<file path="config.mk">
export PLATFORM = sky130hd
export DESIGN_NAME = serial_receiver_flat
export DESIGN_NICKNAME = d
export VERILOG_FILES = /design/src/rtl/serial_pkg.sv /design/src/rtl/serial_receiver_if.sv /design/src/rtl/serial_gap_timer.sv /design/src/rtl/serial_receiver.sv /design/src/flat_wrapper.sv
export SDC_FILE = /design/constraint.sdc
export NUM_CORES = 1
export LEC_CHECK = 0
export BUFFER_PORTS_ARGS = -buffer_cell sky130_fd_sc_hd__buf_2
export CAP_MARGIN = 40
export CORE_ASPECT_RATIO = 1.2
export CORE_MARGIN = 3
export CORE_UTILIZATION = 50
export CTS_CLUSTER_SIZE = 30
export DETAILED_ROUTE_END_ITERATION = 8
export PLACE_DENSITY = 0.75
export SYNTH_ARGS = -nofsm -noshare
export SYNTH_HDL_FRONTEND = slang
export SYNTH_SLANG_ARGS = --single-unit
</file>
<file path="constraint.sdc">
create_clock -name clk -period 2.77 [get_ports clk]
set_clock_uncertainty 0.15 [all_clocks]
set_input_delay 0.554 -clock clk [delete_from_list [all_inputs] [get_ports clk]]
set_output_delay 0.554 -clock clk [all_outputs]
set_load 0.01 [all_outputs]
</file>
<file path="src/rtl/serial_pkg.sv">
// Shared definitions for the WIDTH-bit serial word link: state encoding,
// word size, beat count and the chunk-width legality check.
package serial_pkg;

    typedef enum logic {
        IDLE = 1'b0,
        RECV = 1'b1
    } state_t;

    localparam int WORD_W = 32;

    function automatic int beats_for(input int width);
        return WORD_W / width;
    endfunction

    function automatic bit width_legal(input int width);
        return (width == 1) || (width == 2) || (width == 4) ||
               (width == 8) || (width == 16) || (width == 32);
    endfunction

endpackage

</file>
<file path="src/rtl/serial_receiver_if.sv">
// Link-side and consumer-side signals of the serial receiver; master drives
// chunks and handshakes, slave (the receiver) returns the rebuilt word.
interface serial_receiver_if #(parameter int WIDTH = 4);

    logic [WIDTH-1:0]              din;
    logic                          din_valid;
    logic                          clear;
    logic                          ack;
    logic [serial_pkg::WORD_W-1:0] data_out;
    logic                          data_valid;
    logic                          rx_done;
    logic                          rx_busy;
    logic                          overrun;
    logic                          timeout;

    modport master (
        output din, din_valid, clear, ack,
        input  data_out, data_valid, rx_done, rx_busy, overrun, timeout
    );

    modport slave (
        input  din, din_valid, clear, ack,
        output data_out, data_valid, rx_done, rx_busy, overrun, timeout
    );

endinterface

</file>
<file path="src/rtl/serial_gap_timer.sv">
// Counts idle cycles between beats of one word; expire fires on the edge
// that completes the TIMEOUT-th consecutive idle cycle.
module serial_gap_timer #(
    parameter int TIMEOUT = 16
) (
    input  logic clk,
    input  logic rst,
    input  logic counting,
    output logic expire
);

    localparam int GAP_W = $clog2(TIMEOUT + 1);

    logic [GAP_W-1:0] gap;

    // Saturates at TIMEOUT so a stuck counting input can never wrap back to 0.
    always_ff @(posedge clk or posedge rst) begin
        if (rst) begin
            gap <= '0;
        end else if (!counting) begin
            gap <= '0;
        end else if (gap != GAP_W'(TIMEOUT)) begin
            gap <= gap + 1'b1;
        end
    end

    assign expire = counting && (gap >= GAP_W'(TIMEOUT - 1));

endmodule

</file>
<file path="src/rtl/serial_receiver.sv">
// Rebuilds 32-bit words from WIDTH-bit chunks (MSB chunk first) and holds
// them in a valid/ack register, flagging dropped words and stalled links.
module serial_receiver
    import serial_pkg::*;
#(
    parameter int WIDTH   = 4,
    parameter int TIMEOUT = 16
) (
    input  logic               clk,
    input  logic               rst,
    serial_receiver_if.slave   bus
);

    localparam int BEATS = beats_for(WIDTH);
    localparam int CNT_W = $clog2(BEATS + 1);

    if (!width_legal(WIDTH) || (TIMEOUT < 1)) begin : g_bad_param
        $error("serial_receiver: WIDTH must divide 32 and TIMEOUT must be >= 1");
    end

    state_t              state;
    state_t              state_next;
    logic [CNT_W-1:0]    cnt;
    logic [WORD_W-1:0]   shreg;
    logic [WORD_W-1:0]   word;
    logic [WORD_W-1:0]   data_out;
    logic                data_valid;
    logic                rx_done;
    logic                overrun;
    logic                timeout;
    logic                accept;
    logic                last;
    logic                load;
    logic                drop;
    logic                counting;
    logic                expire;

    if (WIDTH == WORD_W) begin : g_full_chunk
        assign word = bus.din;
    end else begin : g_shift_chunk
        assign word = {shreg[WORD_W-WIDTH-1:0], bus.din};
    end

    always_comb begin
        accept   = bus.din_valid && !bus.clear;
        last     = accept && (cnt == CNT_W'(BEATS - 1));
        load     = last && (!data_valid || bus.ack);
        drop     = last && data_valid && !bus.ack;
        counting = (state == RECV) && !bus.din_valid && !bus.clear;
    end

    serial_gap_timer #(.TIMEOUT(TIMEOUT)) u_gap_timer (
        .clk      (clk),
        .rst      (rst),
        .counting (counting),
        .expire   (expire)
    );

    always_ff @(posedge clk or posedge rst) begin
        if (rst) begin
            state <= IDLE;
        end else begin
            state <= state_next;
        end
    end

    // Clear beats a simultaneous chunk; a completing beat returns to IDLE so
    // the next word's first beat can follow with no bubble.
    always_comb begin
        state_next = state;
        if (bus.clear || expire || last) begin
            state_next = IDLE;
        end else if (accept) begin
            state_next = RECV;
        end
    end

    always_comb begin
        bus.rx_busy = (state == RECV);
    end

    always_ff @(posedge clk or posedge rst) begin
        if (rst) begin
            shreg      <= '0;
            cnt        <= '0;
            data_out   <= '0;
            data_valid <= 1'b0;
            rx_done    <= 1'b0;
            overrun    <= 1'b0;
            timeout    <= 1'b0;
        end else begin
            rx_done <= load;
            if (load) begin
                data_valid <= 1'b1;
                data_out   <= word;
            end else if (bus.ack) begin
                data_valid <= 1'b0;
            end
            if (bus.clear) begin
                cnt     <= '0;
                overrun <= 1'b0;
                timeout <= 1'b0;
            end else if (accept) begin
                shreg <= word;
                cnt   <= last ? '0 : cnt + 1'b1;
                if (drop) begin
                    overrun <= 1'b1;
                end
            end else if (expire) begin
                cnt     <= '0;
                timeout <= 1'b1;
            end
        end
    end

    assign bus.data_out   = data_out;
    assign bus.data_valid = data_valid;
    assign bus.rx_done    = rx_done;
    assign bus.overrun    = overrun;
    assign bus.timeout    = timeout;

endmodule

</file>
<file path="src/flat_wrapper.sv">
// flat-port wrapper written by rule: the top's interface ports become plain ports
module serial_receiver_flat import serial_pkg::*;
#(
    parameter int WIDTH   = 4,
    parameter int TIMEOUT = 16
)
  (clk, rst, bus_din, bus_din_valid, bus_clear, bus_ack, bus_data_out, bus_data_valid, bus_rx_done, bus_rx_busy, bus_overrun, bus_timeout);
  serial_receiver_if #(.WIDTH(WIDTH)) bus_i ();
  input  logic clk;
  input  logic rst;
  input wire logic [$bits(bus_i.din)-1:0] bus_din;
  input wire logic [$bits(bus_i.din_valid)-1:0] bus_din_valid;
  input wire logic [$bits(bus_i.clear)-1:0] bus_clear;
  input wire logic [$bits(bus_i.ack)-1:0] bus_ack;
  output wire logic [$bits(bus_i.data_out)-1:0] bus_data_out;
  output wire logic [$bits(bus_i.data_valid)-1:0] bus_data_valid;
  output wire logic [$bits(bus_i.rx_done)-1:0] bus_rx_done;
  output wire logic [$bits(bus_i.rx_busy)-1:0] bus_rx_busy;
  output wire logic [$bits(bus_i.overrun)-1:0] bus_overrun;
  output wire logic [$bits(bus_i.timeout)-1:0] bus_timeout;
  assign bus_i.din = bus_din;
  assign bus_i.din_valid = bus_din_valid;
  assign bus_i.clear = bus_clear;
  assign bus_i.ack = bus_ack;
  assign bus_data_out = bus_i.data_out;
  assign bus_data_valid = bus_i.data_valid;
  assign bus_rx_done = bus_i.rx_done;
  assign bus_rx_busy = bus_i.rx_busy;
  assign bus_overrun = bus_i.overrun;
  assign bus_timeout = bus_i.timeout;
  serial_receiver #(.WIDTH(WIDTH), .TIMEOUT(TIMEOUT)) u_core (.clk(clk), .rst(rst), .bus(bus_i));
endmodule
</file>
# ---- Word-level counts from Yosys, hierarchy flattened
# Index checks and enable logic that the tools add are counted.
dict set report totals {
  regBits 74
  in_bits 9
}
dict set report op_classes {
  addsub 2
  magnitude_cmp 1
  n_eq_ne 4
  muxes 16
  n_bitwise 1
  reduce_logical 24
}
# cell n
set ops {}
lappend ops {{4-bit two-way mux} 4}
lappend ops {{1-bit two-way mux} 10}
lappend ops {{5-bit two-way mux} 2}
lappend ops {{2-bit nonzero test} 5}
lappend ops {{1-bit logical AND} 8}
lappend ops {{2-bit AND reduction} 3}
lappend ops {{5-bit by 1-bit adder with 5-bit output (second input constant)} 1}
lappend ops {{5-bit by 4-bit >= comparator with 1-bit output (second input constant)} 1}
lappend ops {{5-bit inequality test (second input constant)} 1}
lappend ops {{4-bit by 1-bit adder with 4-bit output (second input constant)} 1}
lappend ops {{4-bit by 3-bit equality test with 1-bit output (second input constant)} 1}
lappend ops {{1-bit zero test} 4}
lappend ops {{1-bit logical OR} 3}
lappend ops {{3-bit nonzero test} 1}
lappend ops {{2-bit by 1-bit inequality test with 1-bit output (second input constant)} 1}
lappend ops {{2-bit inequality test (second input constant)} 1}
lappend ops {{1-bit NOT} 1}

# ---- Logic depth before layout (Yosys ltp)
# Gate-level depths: netlist of run 1.
dict set report depth {
  word_depth 8
  mapped_depth 6
  mapped_depth_nobuf 6
}

# ---- Modules after synthesis
# From an unflattened synthesis of run 1, not the netlist that was laid out.
dict set report unflattened {
  cells_unflattened 255
  hier_area_um2 2972.9
}
# module instances cells_per_inst area_each_um2
set by_module_without_submodules {}
lappend by_module_without_submodules {serial_receiver 1 225 2665.1}
lappend by_module_without_submodules {serial_gap_timer 1 30 307.8}

# ---- Worst setup path before layout of run 1
# Ideal clock, no wire load.
dict set report synth_path {
  kind {input-to-reg}
  from {in bus_din_valid}
  to {reg u_core.data_out[0] (netlist: u_core.bus.data_out[0])}
  setup_time_ns 0.125
  t_arrival_ns 1.594
  slack_ns 0.901
  path_stages 4
  cell_sequence {nand4b_1 > nor3b_4 > buf_4 > mux2_2}
}
dict set report synth_between {
  elab_chain_cells 3
}
# element line
set synth_rtl {}
lappend synth_rtl {{start: declaration} flat_wrapper.sv:12} ;# input wire logic [$bits(bus_i.din_valid)-1:0] bus_din_valid;
lappend synth_rtl {{1-bit logical AND} serial_receiver.sv:45} ;# accept = bus.din_valid && !bus.clear;
lappend synth_rtl {{1-bit logical AND} serial_receiver.sv:46} ;# last = accept && (cnt == CNT_W'(BEATS - 1));
lappend synth_rtl {{1-bit logical AND} serial_receiver.sv:47} ;# load = last && (!data_valid || bus.ack);
lappend synth_rtl {{end signal: assignment} serial_receiver.sv:95} ;# data_out <= word;
lappend synth_rtl {{end: declaration} serial_receiver.sv:26} ;# logic [WORD_W-1:0] data_out;
# Every way passes these cells.
# A chain may end at the register's enable or synchronous reset.

# ---- Final worst setup path of run 1
dict set report layout_path {
  from {reg u_core.cnt[0]}
  to {reg u_core.data_out[10] (netlist: u_core.bus.data_out[10])}
}
dict set report layout_between {
  elab_chain_cells 3
}
# element line
set layout_rtl {}
lappend layout_rtl {{start: declaration} serial_receiver.sv:23} ;# logic [CNT_W-1:0] cnt;
lappend layout_rtl {{start signal: assignment} serial_receiver.sv:105} ;# cnt <= last ? '0 : cnt + 1'b1;
lappend layout_rtl {{4-bit by 3-bit equality test with 1-bit output} serial_receiver.sv:46}
lappend layout_rtl {{1-bit logical AND} serial_receiver.sv:46}
lappend layout_rtl {{1-bit logical AND} serial_receiver.sv:47}
# Every way passes these cells.

==> results.cfg, run 1 <==
[outcome]
status = complete, no violations

[min_path]
hold_path.class = input pin to async pin

[clock_network]
root_buffer = clkbuf_8
clock_sinks = 74
cts-hold-fix-buffers = 0
htree_levels = 3
cts-resized-gates = 0
cts_tree = yes
clk_pin_slew_ns = 0.07
cts_max_path_buffers = 2
postCtsSetupRepairBufs = 0
worstSkewPairLatency_ns = 0.33
cts_buffers = 9

[die]
ioPinCount = 46
die-area_mm2 = 0.006800
start_util_pct = 53.32
die_w_um = 75.78
design.core.area_mm2 = 0.005479
rows = 29
fp.dieH_um = 89.74

[sta]
setup_viol = 0
fin_ws_ns = 0.8063
slew-limit-headroom_pct = 48.13
hold_slack_ns = 0.1447
min_period_ns = 1.964
slew_viol_final = 0
fmax_ghz = 0.5093
hold_viol = 0
period_share_pct = 70.89
tns_ns = 0
worstMarginPinSlew_ns = 0.7675
rsz0062_at_grt = no

[setup_path]
cp_slowest_stage_delay_ns = 0.39
start_kind = flop
worst-path-max-fanout = 17
arrival_ns = 2.03
crit_type = flop to flop
cp_cell_sequence = ha_1, nand4b_1, nor3b_4, buf_4, mux2_2
required_ns = 2.83
slowest_stage = dfrtp_1
endpoint_kind = flop

[final_layout]
final_nets = 262
layout.cells.most_common = dfrtp_1
syn2layout_area_growth_pct = 16.96
post-route-cell-area_mm2 = 0.003417
diodes = 0
layout_common_cells = dfrtp_1 (74), mux2_2 (59), buf_2 (45)
drive_above_1_share_pct = 49.80

[power_and_ir_drop]
power_density_mw_per_mm2 = 665.8
vdd_drop_max_mv = 0.3478
p_leak_nw = 1.766

[yosys]
ys.warnings.count = 0
synth.distinct_cells = 29
ys_seq_elements = 74
syn-cell-area_mm2 = 0.002922
seq_area_frac_synth_pct = 63.38
synth_edf_count = 0
synth-async-reset-ratio_pct = 100.0
synthFlopType = dfrtp_1
syn_nets = 209
synthCells = 196
synth_area_per_cell_um2 = 14.91

[placed_design]
place_area_mm2 = 0.003247
dpl_worst_slack_ns = 0.6423
place.gp.congestion = 0.7918
portBuffers = 45
place_hpwl_mm = 3.125

[job]
maxCapViolations = 0

[grt]
grt_max_degree = 75
grt_pass1_vias = 1667
grt_use_met3_pct = 3.348
grt-busiest-layer = met2
track_usage_pct = 14.61
antenna_found_initial = 0
grt_pass1_wl_mm = 7.665
gr-total-overflow = 0
use_met1_pct = 19.29
grtUsageMet2_pct = 22.50

[drt]
drt-wirelength-per-cell_um = 13.82
viasPerCell = 5.055
drt_iter0_drc = 49
antenna_left = 0
vias = 1668
wirelength_mm = 4.562
dr.pass1.iters = 3
drt_drc_violations_left = 0
## cells in the mapped netlist (2+ instances only)
master     n  area share [%]
o21ai_0    2            0.34
mux2_2    59              23
dfrtp_1   74              63
a211oi_1   2            0.51
xnor2_1    2            0.60
nor3_1     3            0.51
nand3_1    2            0.34
inv_1      7            0.90
a21oi_1    3            0.51
nand2_1    6            0.77
buf_2      4            0.69
nand2b_1   2            0.43
xor2_1     3            0.90
buf_4      3            0.77
nor2_1     6            0.77
ha_1       4             1.7
a21o_1     2            0.51
## kinds of logic (layout without fill, tap and decap cells)
| kind of cell | after synthesis | in the layout | synth area share (%) |
|---|---|---|---|
| adder cells (fa/ha/maj) | 4 | 4 | 1.713 |
| buffers and inverters | 15 | 72 | 2.484 |
| multiplexers | 61 | 61 | 23.47 |
| AO/OA/AOI/OAI | 11 | 11 | 2.398 |
| AND/OR/NAND/NOR | 26 | 26 | 5.054 |
| XOR/XNOR | 5 | 5 | 1.499 |
| flip-flops | 74 | 74 | 63.38 |
## layer usage
layer / vias to the layer above / part of all wire [%]
li1: 798 / -
met1: 828 / 48
met2: 34 / 48
met3: 8 / 2.7
met4: 0 / 1.7
met5: - / 0
## critical path, delay by kind of cell (launching register included)
family	cells	cell delay (ns)
flops	1	0.39
simple gates	2	0.46
mux	1	0.37
buf+inv	1	0.27
fa+ha+maj	1	0.19
## path summary, 6_finish.rpt
check	start	endpoint	slack, ns	cells past startpoint
setup reg to reg	u_core.cnt[0]	u_core.bus.data_out[10]	0.81	5
hold / removal	rst	u_core.bus.data_out[30]	0.14	3
hold reg to reg	u_core.bus.timeout	u_core.bus.timeout	0.33	1
max in group asynchronous	rst	u_core.shreg[13]	2.02	3
setup / recovery	u_core.cnt[0]	u_core.bus.data_out[10]	0.81	5
min in group clk	bus_din[3]	u_core.shreg[3]	0.32	2
## sequential cells by signal, summed over array words and instances, names as in the netlist
signal	flops
u_core.bus.data_valid	1
u_core.shreg	28
u_core.bus.overrun	1
u_core.cnt	4
u_core.bus.timeout	1
u_core.bus.data_out	32
u_core.bus.rx_done	1
u_core.u_gap_timer.gap	5
u_core.bus.rx_busy	1
## power by group
group / switching (mW) / internal, mW
clock: 0.355 / 0.365
combinational: 0.0752 / 0.135
sequential: 0.105 / 1.24
total: 0.535 / 1.74
## metrics by stage
step / power, mW / cells / utilization, %
after floorplan: 1.505 / 196 / -
after global placement: 1.566 / 315 / 59.26
after detailed placement: 1.583 / 315 / 59.26
after CTS: 2.305 / 330 / 62.37
after global routing: 2.401 / 330 / 62.37
final: 2.275 / 330 / 62.37
## final cells by class
class,count,area (µm²)
clock buffers,12,155.1
repair buffers,50,275.3
clock inverters,3,15.01
flip-flops and latches,74,1852
multi-input cells,107,997.2
fillers,415,2062
well taps,77,96.34
inverters,7,26.28
(Power assumes the default switching activity.)
==> inputs of run 2 (changes only) <==
PLACE_DENSITY = 0.78   (was 0.75)
clock period = 1.6 ns   (was 2.77 ns; I/O delays follow)
==> run 2 against run 1 <==
Compared with the run above:
- the flow now finishes with violations (setup timing)
- cell count up 9.1%
- routed wire length up 32%
- setup slack worse by 1.1 ns
- global-route usage up 2.6 points
- critical path depth up 1
- critical path type unchanged
- combinational power up 100%
- largest power group unchanged
- sequential cell count unchanged
- first-iteration DRC count up 110%
- register-to-register slack worse by 1.1 ns
==> results.cfg, run 2 (same netlist as run 1, synthesis figures left out) <==
[power_and_ir_drop]
p_switching_mw = 1.057
p_seq_share_pct = 58.3
power_density_mw_per_mm2 = 1005
vdd_drop_max_mv = 0.7572
power_frac_comb_pct = 10.6
p_int_mw = 2.975
sw_frac_of_total_pct = 26.22
power_frac_clock_pct = 31.1
p_leak_nw = 1.987

[sta]
slew_viol_final = 0
worstMarginPinSlew_ns = 0.4383
slew-limit-headroom_pct = 70.72
fin_ws_ns = -0.2659
rsz0062_at_grt = yes
hold_viol = 0
period_share_pct = 116.6
setup_viol = 33
min_period_ns = 1.866
fmax_ghz = 0.5359

[drt]
vias = 1847
wirelength_mm = 6.008
drt_drc_violations_left = 0
wl_met1_mm = 2.592
antenna_left = 0
viasPerCell = 5.131
drt_iter0_drc = 104
top_layer_used = met4
dr_wl_met3_um = 198
dr.pass1.iters = 4
wl_met2_mm = 3.110
drt-wirelength-per-cell_um = 16.69

[die]
ioPinCount = 46
start_util_pct = 53.32
die_w_um = 75.78
die-area_mm2 = 0.006800
design.core.area_mm2 = 0.005479
fp.dieH_um = 89.74
rows = 29

[outcome]
violations = setup timing
status = complete, but fails checks

[setup_path]
endpoint_kind = flop
arrival_ns = 1.95
required_ns = 1.68
start_kind = flop
worst-path-max-fanout = 6
crit_type = flop to flop

[final_layout]
syn2layout_area_growth_pct = 37.34
layout.cells.most_common = dfrtp_1
diodes = 0
largest_reg_flops = 32
layout_common_cells = dfrtp_1 (74), buf_2 (45), mux2_2 (31)
top_register = u_core.bus.data_out
final_nets = 291
top_regs = u_core.bus.data_out x32, u_core.shreg x28, u_core.u_gap_timer.gap x5
layout.cells.non_filler = 360
drive_above_1_share_pct = 61.13

[grt]
grt_pass1_vias = 1930
gr-total-overflow = 0
grt_pass1_wl_mm = 8.907
track_usage_pct = 17.17
grt_max_degree = 32
antenna_found_initial = 0

[clock_network]
cts_max_path_buffers = 2
clk_pin_slew_ns = 0.08
clock_sinks = 74
cts_buffers = 9
htree_levels = 3
worstSkewPairLatency_ns = 0.34
cts_tree = yes
root_buffer = clkbuf_8

[placed_design]
dp.cells = 328
place.gp.congestion = 0.8298
place_hpwl_mm = 3.366
portBuffers = 45
dpl_worst_slack_ns = -0.2750

[min_path]
hold_path.class = input pin to flop

[job]
maxCapViolations = 0
## run 2: repair_timing
item / in CTS / in global routing
endpoints found under the setup margin: 38 / 41
gates cloned: 1 / 3
resized for setup: 11 / 44
pin swaps: 6 / 11
hold endpoints to repair: 13 / 0
hold buffers: 1 / 0
buffers inserted: 5 / 7
## run 2: power by group through the flow
stage	sequential, mW	combinational (mW)	clock, mW
floorplan	2.29	0.312	0
global placement	2.35	0.381	0
detailed placement	2.37	0.400	0
CTS	2.33	0.410	1.28
global route	2.39	0.478	1.36
finish	2.35	0.427	1.25
## run 2: per-layer routing
metal / up-vias / track usage, %
met3: 11 / 4.241
met2: 39 / 26.86
li1: 849 / -
met1: 948 / 21.21
met4: 0 / 9.329
met5: - / 0
## run 2: worst max-delay path, stage by stage, from the launching register on
cell and delay [ns]:
dfrtp_1 0.37, ha_2 0.19, nand4b_1 0.16, nor3b_4 0.24
buf_12 0.18, clkbuf_16 0.16, mux2_4 0.30
## run 2: area by class of cell
| type | instances | area, µm² |
|---|---|---|
| clock inverter | 7 | 45.04 |
| fill | 332 | 1466 |
| multi-input combinational | 107 | 1206 |
| clock buffer | 9 | 123.9 |
| sequential | 74 | 1852 |
| tap | 77 | 96.34 |
| inverter | 7 | 35.03 |
| timing repair buffer | 79 | 654.4 |
## run 2: per-stage QoR
stage	hold WS (ns)	util [%]	TNS (ns)	total power [mW]	instance area [µm²]
global placement	0.2072	62.41	-6.706	2.735	3420
CTS	0.05328	67.87	-7.886	4.021	3719
floorplan	0.3085	-	-6.866	2.606	2934
global route	0.06010	73.24	-11.03	4.226	4013
detailed placement	0.2027	62.41	-8.383	2.769	3420
finish	0.06718	73.24	-7.817	4.032	4013
## run 2: worst paths after layout
kind / from / to / slack (ns) / depth (start not counted)
worst min register to register: u_core.bus.timeout / u_core.bus.timeout / 0.34 / 1
worst max register to register: u_core.cnt[1] / u_core.bus.data_out[16] / -0.27 / 6
min in group asynchronous: rst / u_core.bus.data_out[5] / 0.38 / 3
worst min-delay path: bus_din[1] / u_core.bus.data_out[1] / 0.07 / 2
max in group asynchronous: rst / u_core.shreg[12] / 0.47 / 4
worst max-delay path: u_core.cnt[1] / u_core.bus.data_out[16] / -0.27 / 6
==> inputs of run 3 (changes only) <==
ABC_AREA = 1   (was unset)
PLACE_DENSITY = 0.77   (was 0.78)
==> run 3 against run 2 <==
Compared with the run above:
- the flow still finishes with violations (setup timing)
- largest power group unchanged
- largest cell class unchanged
- sequential cell count is the same
- sequential share of layout area increased by 2.9 points
- critical endpoint is now u_core.cnt[1]
- critical path depth grew 3
==> results.cfg, run 3 <==
[die]
die-area_mm2 = 0.007097
ioPinCount = 46
rows = 30
design.core.area_mm2 = 0.005781
fp.dieH_um = 91.69
start_util_pct = 52.92
die_w_um = 77.41

[sta]
slew-limit-headroom_pct = 74.36
hold_slack_ns = 0.09218
tns_ns = -0.01518
min_period_ns = 1.615
hold_viol = 0
rsz0062_at_grt = yes
setup_viol = 1
worstMarginPinSlew_ns = 0.3838
slew_viol_final = 0
fmax_ghz = 0.6191
fin_ws_ns = -0.01518
period_share_pct = 100.9

[clock_network]
worstSkewPairLatency_ns = 0.34
cts_max_path_buffers = 2
clk_pin_slew_ns = 0.08
htree_levels = 3
cts_buffers = 9
root_buffer = clkbuf_8
clock_sinks = 74
cts_tree = yes

[yosys]
syn_nets = 320
synthCells = 307
synth_area_per_cell_um2 = 9.965
synth-async-reset-ratio_pct = 100.0
synth.most_common_cell = nand2_1
syn-cell-area_mm2 = 0.003059
synthTopCellsByArea = dfrtp_1 (61%), nand2_1 (11%), o21ai_2 (8.0%)
synthFlopType = dfrtp_1
yosysTopAreaCell = dfrtp_1
seq_area_frac_synth_pct = 60.53
yosys-top-cells-count = nand2_1 (86), dfrtp_1 (74), inv_1 (41)
synth_edf_count = 0
ys.warnings.count = 0
netlist.area_leader.share_pct = 60.53
ys_seq_elements = 74
synth.distinct_cells = 21

[final_layout]
multi_input_area_mm2 = 0.001015
syn2layout_area_growth_pct = 23.52
top_register = u_core.bus.data_out
ff_latch_area_mm2 = 0.001852
drive_above_1_share_pct = 36.27
layout_common_cells = dfrtp_1 (74), nand2_1 (70), buf_2 (45)
layout.cells.non_filler = 455
n_fill_cell = 480
diodes = 0
final_nets = 383
top_regs = u_core.bus.data_out x32, u_core.shreg x28, u_core.u_gap_timer.gap x5
layout.cells.most_common = dfrtp_1
largest_reg_flops = 32

[setup_path]
arrival_ns = 1.75
endpoint_kind = flop
crit_end = u_core.cnt[1]
ff2ff_path_depth = 9
worst-path-max-fanout = 6
r2r_slack_ns = -0.02
start_kind = flop
worstSetupStartpoint = u_core.u_gap_timer.gap[1]
rr_startpoint = u_core.u_gap_timer.gap[1]
r2r_end = u_core.cnt[1]
crit_type = flop to flop
required_ns = 1.73

[grt]
grt_pass1_vias = 2187
gr-total-overflow = 0
grt_pass1_wl_mm = 10.20
antenna_found_initial = 0
track_usage_pct = 18.42
grt_max_degree = 34

[drt]
drt-wirelength-per-cell_um = 13.13
vias = 2212
antenna_left = 0
drt_iter0_drc = 123
wirelength_mm = 5.975
dr.pass1.iters = 4
drt_drc_violations_left = 0
viasPerCell = 4.862

[outcome]
violations = setup timing
status = complete, but fails checks

[min_path]
whs_path_depth = 3
hold_path.class = input pin to flop
hp-start = bus_din[3]

[power_and_ir_drop]
p_leak_nw = 1.945
power_density_mw_per_mm2 = 1029
vdd_drop_max_mv = 0.6766

[placed_design]
portBuffers = 45
place_hpwl_mm = 3.973
place.gp.congestion = 0.8668
dp.cells = 432

[job]
maxCapViolations = 0
[run 3: kinds of logic after synthesis]
| logic type | share of synthesized area [%] |
|---|---|
| flops | 60.53 |
| buf+inv | 8.589 |
| simple gates | 14.64 |
| xor+xnor | 0.2864 |
| fa+ha+maj | 1.636 |
| compound gates | 14.31 |
[run 3: worst min-delay path by stage]
stage | end | slack, ns
after floorplan | u_core.bus.data_out[28] | 0.29
after global placement | u_core.bus.data_valid | 0.18
after detailed placement | u_core.bus.data_valid | 0.18
after CTS | u_core.bus.data_out[3] | 0.07
after global routing | u_core.bus.data_out[1] | 0.08
final | u_core.bus.data_out[3] | 0.09
[run 3: cell type report]
| cell class | instances | share of cell area [%] |
|---|---|---|
| Timing Repair Buffer | 63 | 11.59 |
| Inverter | 43 | 4.470 |
| Clock buffer | 12 | 4.106 |
| Clock inverter | 4 | 1.325 |
| Tap cell | 80 | 2.649 |
| Sequential cell | 74 | 49.01 |
| Multi-Input combinational cell | 179 | 26.85 |
[run 3: metrics by stage]
step	cell area, µm²	total power, mW	util [%]	worst slack (ns)
6_report	3779	3.888	65.37	-0.01518
5_1_grt	3779	4.097	65.37	-0.1079
4_1_cts	3645	3.924	63.05	0.01315
3_5_place_dp	3427	2.440	59.29	-0.009531
3_3_place_gp	3427	2.424	59.29	0.01021
2_1_floorplan	3063	2.328	-	0.1037
[run 3: layer usage]
metal / part of all wire, % / global-route usage (%)
met1: 44 / 22.85
met3: 4.2 / 6.582
met2: 50 / 30.12
met5: 0 / 0
met4: 1.3 / 5.786
[run 3: critical path: stages, from the launching register on]
cell	delay, ns
dfrtp_1	0.41
ha_2	0.21
nand2_2	0.09
nor2_2	0.04
ha_2	0.16
nor2_1	0.11
nand2_1	0.08
nand2_2	0.12
nand4_1	0.11
nand2_1	0.07
[run 3: repair_timing]
item | 4_1_cts | 5_1_grt
hold buffers | 1 | 0
buffers inserted | 0 | 4
pin swaps | 0 | 8
endpoints found under the setup margin | 5 | 37
gates resized for setup | 1 | 25
cloned | 0 | 2
hold endpoints to repair | 13 | 0
[run 3: power breakdown]
| part | internal [mW] | total [mW] | switching [mW] |
|---|---|---|---|
| Sequential | 2.01 | 2.08 | 0.0734 |
| Combinational | 0.105 | 0.322 | 0.217 |
| Clock | 0.804 | 1.49 | 0.683 |
